===== src/rtl/cond_final_sub.sv =====
// cond_final_sub: digit-serial T-N with conditional final reduction,
// the closing step of a Montgomery multiplication.
module cond_final_sub #(
   parameter int K_BITS     = 8,
   parameter int DIGIT_BITS = 3
) (
   input  logic              i_clk,
   input  logic              i_rst,
   input  logic              i_start,
   input  logic [K_BITS:0]   i_T,
   input  logic [K_BITS:0]   i_N,
   output logic              o_busy,
   output logic              o_done,
   output logic [K_BITS:0]   o_Diff,
   output logic              o_borrow,
   output logic [K_BITS:0]   o_Result
);

   localparam int W          = K_BITS + 1;
   localparam int D          = DIGIT_BITS;
   localparam int NUM_DIGITS = (K_BITS + 1) / DIGIT_BITS;
   localparam int CW         = (NUM_DIGITS > 1) ? $clog2(NUM_DIGITS) : 1;

   typedef enum logic [1:0] {IDLE, SUB, DONE} state_t;

   state_t          state_q, state_d;
   logic [W-1:0]    t_q, n_q, diff_q, diff_nx;
   logic [CW-1:0]   cnt_q;
   logic            borrow_q;
   logic [D-1:0]    t_dig, n_dig;
   logic [D:0]      sub;
   logic            last;

   // Select the current digit and splice its difference into the word
   always_comb begin
      t_dig   = '0;
      n_dig   = '0;
      diff_nx = diff_q;
      for (int i = 0; i < NUM_DIGITS; i++) begin
         if (cnt_q == CW'(i)) begin
            t_dig = t_q[i*D +: D];
            n_dig = n_q[i*D +: D];
         end
      end
      sub = {1'b0, t_dig} - {1'b0, n_dig} - {{D{1'b0}}, borrow_q};
      for (int i = 0; i < NUM_DIGITS; i++) begin
         if (cnt_q == CW'(i)) begin
            diff_nx[i*D +: D] = sub[D-1:0];
         end
      end
      last = (cnt_q == CW'(NUM_DIGITS - 1));
   end

   always_comb begin
      state_d = state_q;
      unique case (state_q)
         IDLE:    if (i_start) state_d = SUB;
         SUB:     if (last) state_d = DONE;
         DONE:    state_d = IDLE;
         default: state_d = IDLE;
      endcase
   end

   always_ff @(posedge i_clk) begin
      if (i_rst) state_q <= IDLE;
      else       state_q <= state_d;
   end

   always_ff @(posedge i_clk) begin
      if (i_rst) begin
         t_q      <= '0;
         n_q      <= '0;
         diff_q   <= '0;
         cnt_q    <= '0;
         borrow_q <= 1'b0;
         o_done   <= 1'b0;
         o_Diff   <= '0;
         o_borrow <= 1'b0;
         o_Result <= '0;
      end else begin
         o_done <= 1'b0;
         unique case (state_q)
            IDLE: begin
               if (i_start) begin
                  t_q      <= i_T;
                  n_q      <= i_N;
                  diff_q   <= '0;
                  cnt_q    <= '0;
                  borrow_q <= 1'b0;
               end
            end
            SUB: begin
               diff_q   <= diff_nx;
               borrow_q <= sub[D];
               cnt_q    <= cnt_q + CW'(1);
               if (last) begin
                  o_Diff   <= diff_nx;
                  o_borrow <= sub[D];
                  o_Result <= sub[D] ? t_q : diff_nx;
                  o_done   <= 1'b1;
               end
            end
            default: ;
         endcase
      end
   end

   assign o_busy = (state_q != IDLE);

endmodule


===== config.mk =====
export PLATFORM = sky130hd
export DESIGN_NAME = cond_final_sub
export DESIGN_NICKNAME = d
export VERILOG_FILES = /design/src/rtl/cond_final_sub.sv
export SDC_FILE = /design/constraint.sdc
export NUM_CORES = 1
export LEC_CHECK = 0
export CORE_MARGIN = 2
export CORE_UTILIZATION = 43
export CTS_BUF_LIST = sky130_fd_sc_hd__clkbuf_8
export DETAILED_ROUTE_END_ITERATION = 10
export PLACE_DENSITY = 0.75
export SYNTH_ARGS = -nofsm -noshare
export SYNTH_HDL_FRONTEND = slang
export SYNTH_SLANG_ARGS = --single-unit

===== constraint.sdc =====
create_clock -name i_clk -period 9 [get_ports i_clk]
set_clock_uncertainty 0.1 [all_clocks]
set_input_delay 1.8 -clock i_clk [delete_from_list [all_inputs] [get_ports i_clk]]
set_output_delay 1.8 -clock i_clk [all_outputs]
set_load 0.01 [all_outputs]

==> summary.md <==
| Metric | Value |
|---|---|
| Initial antenna violation count | `0` |
| Top cell type's share of synthesized area | `0.4376` |
| Req. time, crit path | `between 9000 and 10000 ps` |
| GRT Total Usage | `0.1719` |
| Initial Util | `0.4478` |
| Final Power | `roughly 0.00046 W` |
| Slew HR | `0.3378` |
| Net Sw Frac | `0.2858` |
| Reg clk slew, reported paths | `about 80 ps` |
| LEAKAGE | `0.9751 nW` |
| Clock root buffer | `clkbuf_8` |
| Final net count | `340` |
| Predominant post-synthesis flop cell | `dfxtp_1` |
| Max cap viols | `0` |
| CP Cell Sequence | `inv_1 -> ha_1 -> nand2_1 -> nor2_1 -> a21oi_1 -> nor2_1 -> a21oi_1 -> fa_1 -> inv_1 -> ha_1 -> nand2b_1 -> mux2_2 -> or4_1 -> nor3b_1 -> nor4_2` |
| Syn avg cell area | `7.942 µm²` |
| Count leader, synth | `nand2_1` |
| # IOs | `42` |
| Area of the mapped netlist | `0.002287 mm²` |
| Combinational fraction of design power | `0.200` |
| Placed cells | `375` |
| Top cells by area, synth | `dfxtp_1, nand2_1, a21oi_1, nor2_1, clkbuf_1` |
| Outcome | `finished, final reports clean` |
| Post-synth top area cell | `dfxtp_1` |
| Ys async rst share | `0` |
| Worst vdd ir | `0.07768 mV` |
| Endpoint type of the worst setup path | `register` |
| Number of flops mapped to enable cells by yosys | `0` |
| Sw power | `0.0001310 W` |
| CTS sink cnt | `50` |
| Core area | `0.005107 mm²` |
| Power per cell area | `166.6 mW/mm²` |
| Hold Vio Cnt, Final | `0` |
| H-Tree Depth | `2` |
| First-pass iteration count of the detailed router | `4` |
| Area growth syn-to-layout | `20.30%` |
| Mapped Cells | `288` |
| Syn_nets | `316` |
| Slew Limit Fails | `0` |
| Count of different cell masters after synthesis | `28` |
| Post-DRT Antenna Nets | `0` |
| Reg power frac | `0.515` |
| Num rows | `26` |
| First-pass GRT wire length | `8300 µm` |
| Critical path's largest stage delay | `790 ps` |
| DRT iter0 DRCs | `117` |
| Setup TNS | `0 ps` |
| Largest net degree at the start of global routing | `57` |
| Finished Layout Cells | `383` |
| Fmax | `roughly 0.26 GHz` |
| Max clock buf depth | `2` |
| Crit path max fanout | `15` |
| Global route total overflow | `0` |
| CP Data Arrival Time | `about 4000 ps` |
| Hold path depth | `2` |
| DR vias | `1921` |
| Yosys Warn Count | `0` |
| WHS | `356.5 ps` |
| Final Critical Period | `3864 ps` |
| Reg2reg path depth | `15` |
| GPL Wtd Cong | `0.8361` |
| CP max stage cell | `or4_1` |
| Die Area | `0.005918 mm²` |
| Skew-Pair Late Insertion Delay | `300 ps` |
| Vias/cell | `5.016` |
| P_int | `0.0003274 W` |
| Vias in the first global route | `1733` |
| Post-synthesis sequential area ratio | `0.4376` |
| Post-synth top cells | `nand2_1, a21oi_1, dfxtp_1` |
| Final Core Density | `0.5387` |
| Chip Height | `76.93 µm` |
| RSZ-0062 raised after global routing | `no` |
| Layout cell share with drive strength beyond 1 | `0.05112` |
| DRC Markers | `0` |
| Type of the worst min-delay path | `register to register` |
| # setup viols final | `0` |
| Crit start category | `register` |
| ANT cells | `0` |
| Post-Route WL | `4992 µm` |
| Yosys reg bits | `50` |
| Wire per inst | `13.03 µm` |
| HPWL after DPL | `3498 µm` |
| Hold buffer count at cts | `0` |
| Port Buffer Count | `around 40` |
| CTS Buf Count | `5` |
| Clock power share | `0.285` |
| Slew @ Worst Pin | `993.3 ps` |
| TritonCTS clock tree | `yes` |
| Post-CTS resize count | `0` |
| DIE WIDTH | `76.93 µm` |
| Final period util | `0.4293` |
| Setup Buffers After CTS | `0` |
| CP Class | `register to register` |
## kinds of logic after synthesis
logic type / Yosys count / synth area share
AND/OR/NAND/NOR: 131 / 0.2577
AO/OA/AOI/OAI: 63 / 0.1603
flip-flops: 50 / 0.4376
buffers and inverters: 28 / 0.05908
multiplexers: 8 / 0.03665
adder cells (fa/ha/maj): 7 / 0.04486
XOR/XNOR: 1 / 0.003830
## registers in the layout (all words and copies together), names as in the netlist
register,count
cnt_q,2
state_q,2
o_done,1
o_borrow,1
t_q,9
o_Result,9
borrow_q,1
o_Diff,9
diff_q,7
n_q,9
## power groups by stage
stage               Combinational [W]  Clock (W)  Sequential, W
floorplan                   0.0000732          0       0.000239
global placement            0.0000890          0       0.000241
detailed placement          0.0000909          0       0.000241
CTS                         0.0000912   0.000134       0.000236
global route                 0.000101   0.000146       0.000237
finish                      0.0000917   0.000131       0.000236
## cell usage in the layout, fill, tap and decap left out, drive strengths merged
cell type      instances
nor2                  32
a21oi                 50
o21ai                  3
nor3                   2
clkinv                 1
nand4b                 3
clkbuf                 6
clkdlybuf4s50         40
mux2                   3
xnor2                  1
a211oi                 7
nand3                  9
nor3b                  2
mux2i                  5
ha                     5
nor4bb                 1
nor4                   1
nand2                 70
nand2b                 2
fa                     2
nor2b                  2
o311ai                 3
or4                    1
inv                    5
buf                    1
and2                   2
dfxtp                 50
nand3b                 4
## routing by layer
layer | part of all wire | GRT usage | vias up
met1 | 0.49 | 0.2333 | 852
met5 | 0 | 0 | -
met3 | 0.044 | 0.04000 | 8
li1 | - | - | 1009
met2 | 0.46 | 0.2754 | 52
met4 | 0.0084 | 0.04364 | 0
## cell type report
class                      instances  area [µm²]
inverter                           4       15.01
clock buffer                       6       82.58
sequential                        50        1001
clock inverter                     2       8.758
multi-input combinational        210        1151
timing repair buffer              41       405.4
fill                             502        2356
tap                               70       87.58
## worst paths after layout
kind	start	end	slack, ps
worst max register to register	cnt_q[0]$_SDFFE_PP0P_	o_Result[6]$_SDFFE_PP0P_	5140
worst max-delay path	cnt_q[0]$_SDFFE_PP0P_	o_Result[6]$_SDFFE_PP0P_	5140
worst min-delay path	o_Diff[7]$_SDFFE_PP0P_	o_Diff[7]$_SDFFE_PP0P_	360
worst min register to register	o_Diff[7]$_SDFFE_PP0P_	o_Diff[7]$_SDFFE_PP0P_	360
## through the flow
| step | setup WS, ps | instance area, µm² |
|---|---|---|
| after floorplan | 5490 | 2287 |
| after global placement | 5270 | 2660 |
| after detailed placement | 5153 | 2660 |
| after CTS | 5146 | 2751 |
| after global routing | 4826 | 2751 |
| final | 5136 | 2751 |
## critical path: cells and delay by family (launching register included)
| family | cells | cell delay, ps |
|---|---|---|
| adder cells (fa/ha/maj) | 3 | 930 |
| AND/OR/NAND/NOR | 7 | 1730 |
| buffers and inverters | 2 | 210 |
| multiplexers | 1 | 350 |
| AO/OA/AOI/OAI | 2 | 110 |
| flip-flops | 1 | 320 |
Note: power is estimated with default switching activity, not from simulation.
